## config.mk

```make
export PLATFORM = sky130hd
export DESIGN_NAME = wshb_frame_reader
export DESIGN_NICKNAME = d
export VERILOG_FILES = /design/src/rtl/frame_reader_pkg.sv /design/src/rtl/fr_addr_gen.sv /design/src/rtl/wshb_frame_reader.sv
export SDC_FILE = /design/constraint.sdc
export NUM_CORES = 1
export LEC_CHECK = 0
export ABC_AREA = 1
export CELL_PAD_IN_SITES_DETAIL_PLACEMENT = 1
export CELL_PAD_IN_SITES_GLOBAL_PLACEMENT = 2
export CORE_MARGIN = 1
export CORE_UTILIZATION = 23
export DETAILED_ROUTE_END_ITERATION = 10
export PLACE_DENSITY = 0.74
export SETUP_SLACK_MARGIN = 0.15
export SLEW_MARGIN = 30
export SYNTH_ARGS = -nofsm -noshare
export SYNTH_HDL_FRONTEND = slang
export SYNTH_SLANG_ARGS = --single-unit
```

## constraint.sdc

```tcl
create_clock -name clk -period 1.45 [get_ports clk]
set_clock_uncertainty 0.05 [all_clocks]
set_input_delay 0.29 -clock clk [delete_from_list [all_inputs] [get_ports clk]]
set_output_delay 0.29 -clock clk [all_outputs]
set_load 0.1 [all_outputs]
```

## src/rtl/frame_reader_pkg.sv

```systemverilog
// Shared state type, Wishbone cycle-type encodings and address helper for the
// burst framebuffer reader.
package frame_reader_pkg;

   typedef enum logic [1:0] {IDLE, BURST, GAP} fr_state_t;

   localparam logic [2:0] CTI_INCR   = 3'b010;
   localparam logic [2:0] CTI_EOB    = 3'b111;
   localparam logic [1:0] BTE_LINEAR = 2'b00;

   localparam int WORD_ADDR_W = 64;

   // Byte address of pixel idx; callers truncate to their bus width.
   function automatic logic [WORD_ADDR_W-1:0] word_addr(input logic [WORD_ADDR_W-1:0] base,
                                                        input logic [WORD_ADDR_W-1:0] idx);
      return base + (idx << 2);
   endfunction

endpackage

```

## src/rtl/fr_addr_gen.sv

```systemverilog
// Pixel index tracker: advances per good beat, wraps at frame end, rewinds a
// failed burst to its first pixel and flags the write of the last pixel.
module fr_addr_gen #(
   parameter int NPIX  = 800 * 480,
   parameter int IDX_W = $clog2(NPIX)
) (
   input  logic             clk,
   input  logic             rst_n,
   input  logic             burst_start,
   input  logic             restart,
   input  logic             beat_ok,
   input  logic             beat_err,
   output logic [IDX_W-1:0] idx,
   output logic             frame_done
);

   localparam logic [IDX_W-1:0] LAST_IDX = IDX_W'(NPIX - 1);

   logic [IDX_W-1:0] burst_base;

   // NOTE: reset is synchronous, so it is simply the first branch of the clocked block.
   always_ff @(posedge clk) begin
      if (!rst_n) begin
         idx        <= '0;
         burst_base <= '0;
         frame_done <= 1'b0;
      end else begin
         // Lines up with fifo_write, which also lags the acked beat by one cycle.
         frame_done <= beat_ok && (idx == LAST_IDX);
         if (burst_start) begin
            if (restart) begin
               idx        <= '0;
               burst_base <= '0;
            end else begin
               burst_base <= idx;
            end
         end else if (beat_err) begin
            idx <= burst_base;
         end else if (beat_ok) begin
            idx <= (idx == LAST_IDX) ? '0 : idx + 1'b1;
         end
      end
   end

endmodule

```

## src/rtl/wshb_frame_reader.sv

```systemverilog
// Wishbone B4 incrementing-burst master streaming a raster framebuffer into the
// write side of the display FIFO.
module wshb_frame_reader
   import frame_reader_pkg::*;
#(
   parameter int                HDISP     = 800,
   parameter int                VDISP     = 480,
   parameter int                BURST_LEN = 16,
   parameter int                ADDR_W    = 32,
   parameter logic [ADDR_W-1:0] BASE_ADDR = '0
) (
   input  logic              clk,
   input  logic              rst_n,
   input  logic              enable,
   input  logic              frame_start,
   output logic [ADDR_W-1:0] wb_adr,
   output logic              wb_cyc,
   output logic              wb_stb,
   output logic              wb_we,
   output logic [3:0]        wb_sel,
   output logic [2:0]        wb_cti,
   output logic [1:0]        wb_bte,
   input  logic [31:0]       wb_dat_i,
   input  logic              wb_ack,
   input  logic              wb_err,
   input  logic              fifo_walmost_full,
   output logic [31:0]       fifo_wdata,
   output logic              fifo_write,
   output logic              frame_done,
   output logic              err_sticky
);

   localparam int NPIX   = HDISP * VDISP;
   localparam int IDX_W  = $clog2(NPIX);
   localparam int BEAT_W = $clog2(BURST_LEN);
   localparam logic [BEAT_W-1:0] LAST_BEAT = BEAT_W'(BURST_LEN - 1);

   fr_state_t         state, state_nx;
   logic [BEAT_W-1:0] beat, beat_nx;
   logic              restart_pending, restart_nx;
   logic              burst_start;
   logic [IDX_W-1:0]  idx;
   logic              beat_ok, beat_err;

   // Error beats are never written, even when the slave also raises ack.
   assign beat_ok  = (state == BURST) && wb_ack && !wb_err;
   assign beat_err = (state == BURST) && wb_err;

   fr_addr_gen #(.NPIX(NPIX), .IDX_W(IDX_W)) u_addr_gen (
      .clk         (clk),
      .rst_n       (rst_n),
      .burst_start (burst_start),
      .restart     (restart_pending),
      .beat_ok     (beat_ok),
      .beat_err    (beat_err),
      .idx         (idx),
      .frame_done  (frame_done)
   );

   always_ff @(posedge clk) begin
      if (!rst_n) begin
         state           <= IDLE;
         beat            <= '0;
         restart_pending <= 1'b0;
         fifo_write      <= 1'b0;
         fifo_wdata      <= '0;
         err_sticky      <= 1'b0;
      end else begin
         state           <= state_nx;
         beat            <= beat_nx;
         restart_pending <= restart_nx;
         fifo_write      <= beat_ok;
         if (beat_ok)  fifo_wdata <= wb_dat_i;
         if (beat_err) err_sticky <= 1'b1;
      end
   end

   // NOTE: every always_comb output gets a default first so no latch is inferred.
   always_comb begin
      state_nx    = state;
      beat_nx     = beat;
      burst_start = 1'b0;
      case (state)
         IDLE: begin
            if (enable && !fifo_walmost_full) begin
               state_nx    = BURST;
               burst_start = 1'b1;
            end
         end
         BURST: begin
            if (wb_err) begin
               state_nx = GAP;
               beat_nx  = '0;
            end else if (wb_ack) begin
               if (beat == LAST_BEAT) begin
                  state_nx = GAP;
                  beat_nx  = '0;
               end else begin
                  beat_nx = beat + 1'b1;
               end
            end
         end
         GAP:     state_nx = IDLE;
         default: state_nx = IDLE;
      endcase

      // A pulse coinciding with a burst start is kept for the following burst.
      restart_nx = burst_start ? 1'b0 : restart_pending;
      if (frame_start) restart_nx = 1'b1;
   end

   assign wb_cyc = (state == BURST);
   assign wb_stb = (state == BURST);
   assign wb_cti = (state != BURST) ? 3'b000 : (beat == LAST_BEAT) ? CTI_EOB : CTI_INCR;
   assign wb_adr = ADDR_W'(word_addr(WORD_ADDR_W'(BASE_ADDR), WORD_ADDR_W'(idx)));
   assign wb_we  = 1'b0;
   assign wb_sel = 4'b1111;
   assign wb_bte = BTE_LINEAR;

endmodule

```

---- Yosys cells after proc, flatten, opt, wreduce, memory -nomap -nowiden ----
Index checks and enable logic that the tools add are counted.
storage, ports and cells
  register bits after elaboration ......... 80
  output and inout bits ................... 79
cells by class
  add/sub/neg operators ................... 2
  eq/ne operators ......................... 7
  muxes and demuxes ....................... 19
  reduce and logical (&&, ||, !) cells .... 13
operators by type and width
  operator               count
  $mux 19                5
  $add 19x1->19 const B  1
  $eq 19x19->1 const B   1
  $mux 4                 3
  $mux 2                 4
  $mux 3                 2
  $ne 3x1->1 const B     2
  $logic_and 1x1->1      5
  $add 4x1->4 const B    1
  $eq 4x4->1 const B     1
  $mux 1                 4
  $pmux 2 s2             1
  $reduce_bool 2->1      2
  $reduce_and 3->1       1
  $reduce_bool 3->1      1
  $eq 2x1->1 const B     1
  $logic_not 1->1        2
  $logic_not 2->1        1
  $ne 2x1->1 const B     1
  $ne 2x2->1 const B     1
  $reduce_and 2->1       1

---- Longest topological paths before layout ----
  word-level depth ........................ 6
  mapped depth ............................ 9
  depth with buffers taken out ............ 9

---- Hierarchy ----
A second synthesis with hierarchy kept.
unflattened totals
  cells, all modules ...................... 550
  area, all modules ....................... 4006.3 um^2
by module, submodules not included
  module             times used  cells an instance  area each (um^2)  sequential area each (um^2)
  fr_addr_gen        1           323                2252.2            780.7
  wshb_frame_reader  1           227                1754.2            820.8

---- Worst setup path after synthesis ----
Ideal clock, no wire load.
  path type ............................... flip-flop to output port
  start ................................... reg beat[0]
  end ..................................... out wb_cti[2]
  arrival ................................. 2.532 ns
  required time ........................... 1.110 ns
  slack ................................... -1.422 ns
  stages on the path, launching flop included .. 7
  path buffers ............................ 1
  cells stage by stage .................... dfxtp_1 ha_1 nand2_1 nor2_1 inv_1 nor2_1 buf_4
on the way
  cells in the longest elaborated chain, start to end .. 3
RTL lines
  what                      line                      text
  start: declaration        wshb_frame_reader.sv:39   logic [BEAT_W-1:0] beat, beat_nx;
  start signal: assignment  wshb_frame_reader.sv:70   beat <= beat_nx;
  $eq 4x4->1                wshb_frame_reader.sv:114  assign wb_cti = (state != BURST) ? 3'b000 : (beat == LAST_BEAT) ? CTI_EOB : CTI_INCR;
  $mux 3 (2 in series)      wshb_frame_reader.sv:114
  end: declaration          wshb_frame_reader.sv:21   output logic [2:0] wb_cti,
Every way passes these cells.

---- Worst setup path in the final report ----
Same ends and word-level chain as after synthesis.

==> metrics.cfg <==
[run_status]
run_status=complete, but fails checks
failed_checks=setup timing

[setup_path]
cp_data_arrival_time_ns=1.44
path_class=reg2out
crit_fanout=2
start_kind=flip-flop
worst_setup_path_end_kind=output pin
cp.required_ns=1.11

[routing]
drt_iter0_drc=122
detailedRoute.firstPassIterationCount=4
ant_nets=0
drt-wirelength-per-cell_um=18.9
drc=0
drt-vias-per-instance=4.63
via_count=4414
wl_um=18000

[clock_tree]
cts-root-buf=clkbuf_16
cts-buffers-inserted=9
clockBufferDepth=2
cts_tree=built
htreeDepth=3
cts_sinks=80
path_clk_slew_ns=0.06
worstSkewPairLatency_ns=0.35

[synthesis]
synth_enable_flop_cells=0
avgSynthCellArea_um2=7.39
yosys_warnings=0
synth_xor_area_share_pct=1.38
synthTopCellsByArea=dfxtp_1 42%, nor2_1 9.7%, o21ai_0 8.2%
syn_area_mm2=0.00380
ys_types=37
yosys.area.top_type=dfxtp_1
yosysMostFrequentCell=nor2_1
async_reset_ff_share_pct=0
yosysTopAreaCellShare_pct=42.1
synth_compound_area_share_pct=18.2
ys_ff_latch=80
ys.flop_type=dfxtp_1
yosysSeqAreaShare_pct=42.1
synthTopCellsByCount=98 x nor2_1, 82 x nand2_1, 80 x dfxtp_1
synth_top_family_by_area=simple AND/OR/NAND/NOR gates
synth_simple_gate_area_share_pct=27.0
yosys.area_share.adder_pct=0.659
netlist_instances=514
synthMuxAreaShare_pct=0

[timing]
final_hold_viol_count=0
setup_ws_ns=-0.332
fmax_ghz=0.561
min_period_ns=1.78
finalMaxSlewViolations=0
setup_tns_ns=-9.03
hold-worst-slack_ns=0.430
worst_pin_slew_ns=0.601
setup_viol=63
fin_crit_sh_pct=123
slew_headroom_pct=60.0
rsz0062_at_grt=true

[cells_and_area]
drive_above_1_share_pct=63.1
syn2layout_area_growth_pct=122
antenna_cells=0
fin_nets=773
layoutNonFillerInstCount=953

[global_routing]
grt_pass1_wl_um=26300
antenna_found_initial=0
grt_max_degree=33
grt_overflow=0
grtUsageTotal_pct=20.8
grt_pass1_vias=4777

[floorplan]
initial_utilization_pct=23.7
coreArea_mm2=0.0160
die_h_um=131
placementRows=46
dieArea_mm2=0.0170
die_w_um=131
boundaryPins=118

[placed_design]
io_buffers=97
placed_cells=871
hpwl_um=9850
gp_congestion=0.776

[min_path]
hp-class=reg2reg

[pwr]
p_leak_uw=0.00351
power.density_mw_per_mm2=958
ir_drop_mv=0.579

[job]
cap_violations=0

==> flip-flops by register name, indices dropped and copies added (netlist names) <==
signal                 count
fifo_wdata                32
u_addr_gen.burst_base     19
u_addr_gen.idx            19
beat                       4
state                      2
err_sticky                 1
fifo_write                 1
restart_pending            1
u_addr_gen.frame_done      1
==> power breakdown <==
part / internal (uW) / total (uW) / switching [uW]
Clock: 1420 / 2420 / 1000
Sequential: 2330 / 2480 / 146
Combinational: 1290 / 3200 / 1910
==> timing repair <==
action                     in CTS  in global routing
buffers inserted               44                 12
setup endpoints to repair     100                127
gates cloned                   10                  0
hold buffers                    0                  0
resized for setup             240                126
pin swaps                      45                 43
hold endpoints to repair        0                  0
==> cells in the final DEF (no fill, tap or decap), drive strengths merged, types with 2 or more instances in the layout <==
master / count
a21oi: 47
nor3: 3
clkdlybuf4s50: 36
buf: 196
nand3: 23
nor2: 109
o21ai: 69
clkinv: 2
ha: 2
o21bai: 3
nand2: 89
xnor2: 3
xor2: 3
inv: 25
clkbuf: 13
dfxtp: 80
or2: 2
nor4: 2
conb: 20
==> final cells by class <==
cell class | count | area (um^2)
fillers | 1758 | 7550
repair buffers | 234 | 3170
multi-input cells | 382 | 2880
flip-flops and latches | 80 | 1710
clock buffers | 13 | 293
well taps | 216 | 270
inverters | 25 | 114
clock inverters | 3 | 18.8
==> cell families after synthesis <==
family | after synthesis
compound gates | 124
xor+xnor | 6
fa+ha+maj | 2
buf+inv | 70
flops | 80
other cells | 2
simple gates | 230
==> metal layers <==
metal  GRT usage (%)  wire [um]
met2            40.0       9740
met3            4.19        951
met1            22.6       6910
met4            6.63        405
met5               0          0
==> final timing paths <==
check,slack [ns],startpoint,depth (start not counted),endpoint
min,0.43,u_addr_gen.burst_base[11]$_SDFFE_PN0P_,2,u_addr_gen.burst_base[11]$_SDFFE_PN0P_
max reg2reg,-0.30,beat[0]$_SDFFE_PN0P_,13,state[0]$_SDFFE_PN0P_
max,-0.33,beat[0]$_SDFFE_PN0P_,6,wb_cti[2]
min reg2reg,0.43,u_addr_gen.burst_base[11]$_SDFFE_PN0P_,2,u_addr_gen.burst_base[11]$_SDFFE_PN0P_
==> per-stage QoR <==
step	util (%)	worst slack [ns]	total power (uW)	instance area (um^2)
3_5_place_dp	38.7	-0.553	4970	6190
2_1_floorplan	-	-0.396	4010	4060
5_1_grt	52.8	-0.377	8380	8450
6_report	52.8	-0.332	8090	8450
4_1_cts	49.4	-0.332	7930	7900
3_3_place_gp	38.7	-0.485	4930	6190
==> worst max-delay path, stage by stage, from the launching register on <==
cell and delay, ns:
dfxtp_2 0.36, ha_4 0.15, nand2_4 0.06, nor2_4 0.10, inv_2 0.06, nor2_4 0.16, buf_12 0.20
No activity file was read; power rests on OpenSTA's default activity.
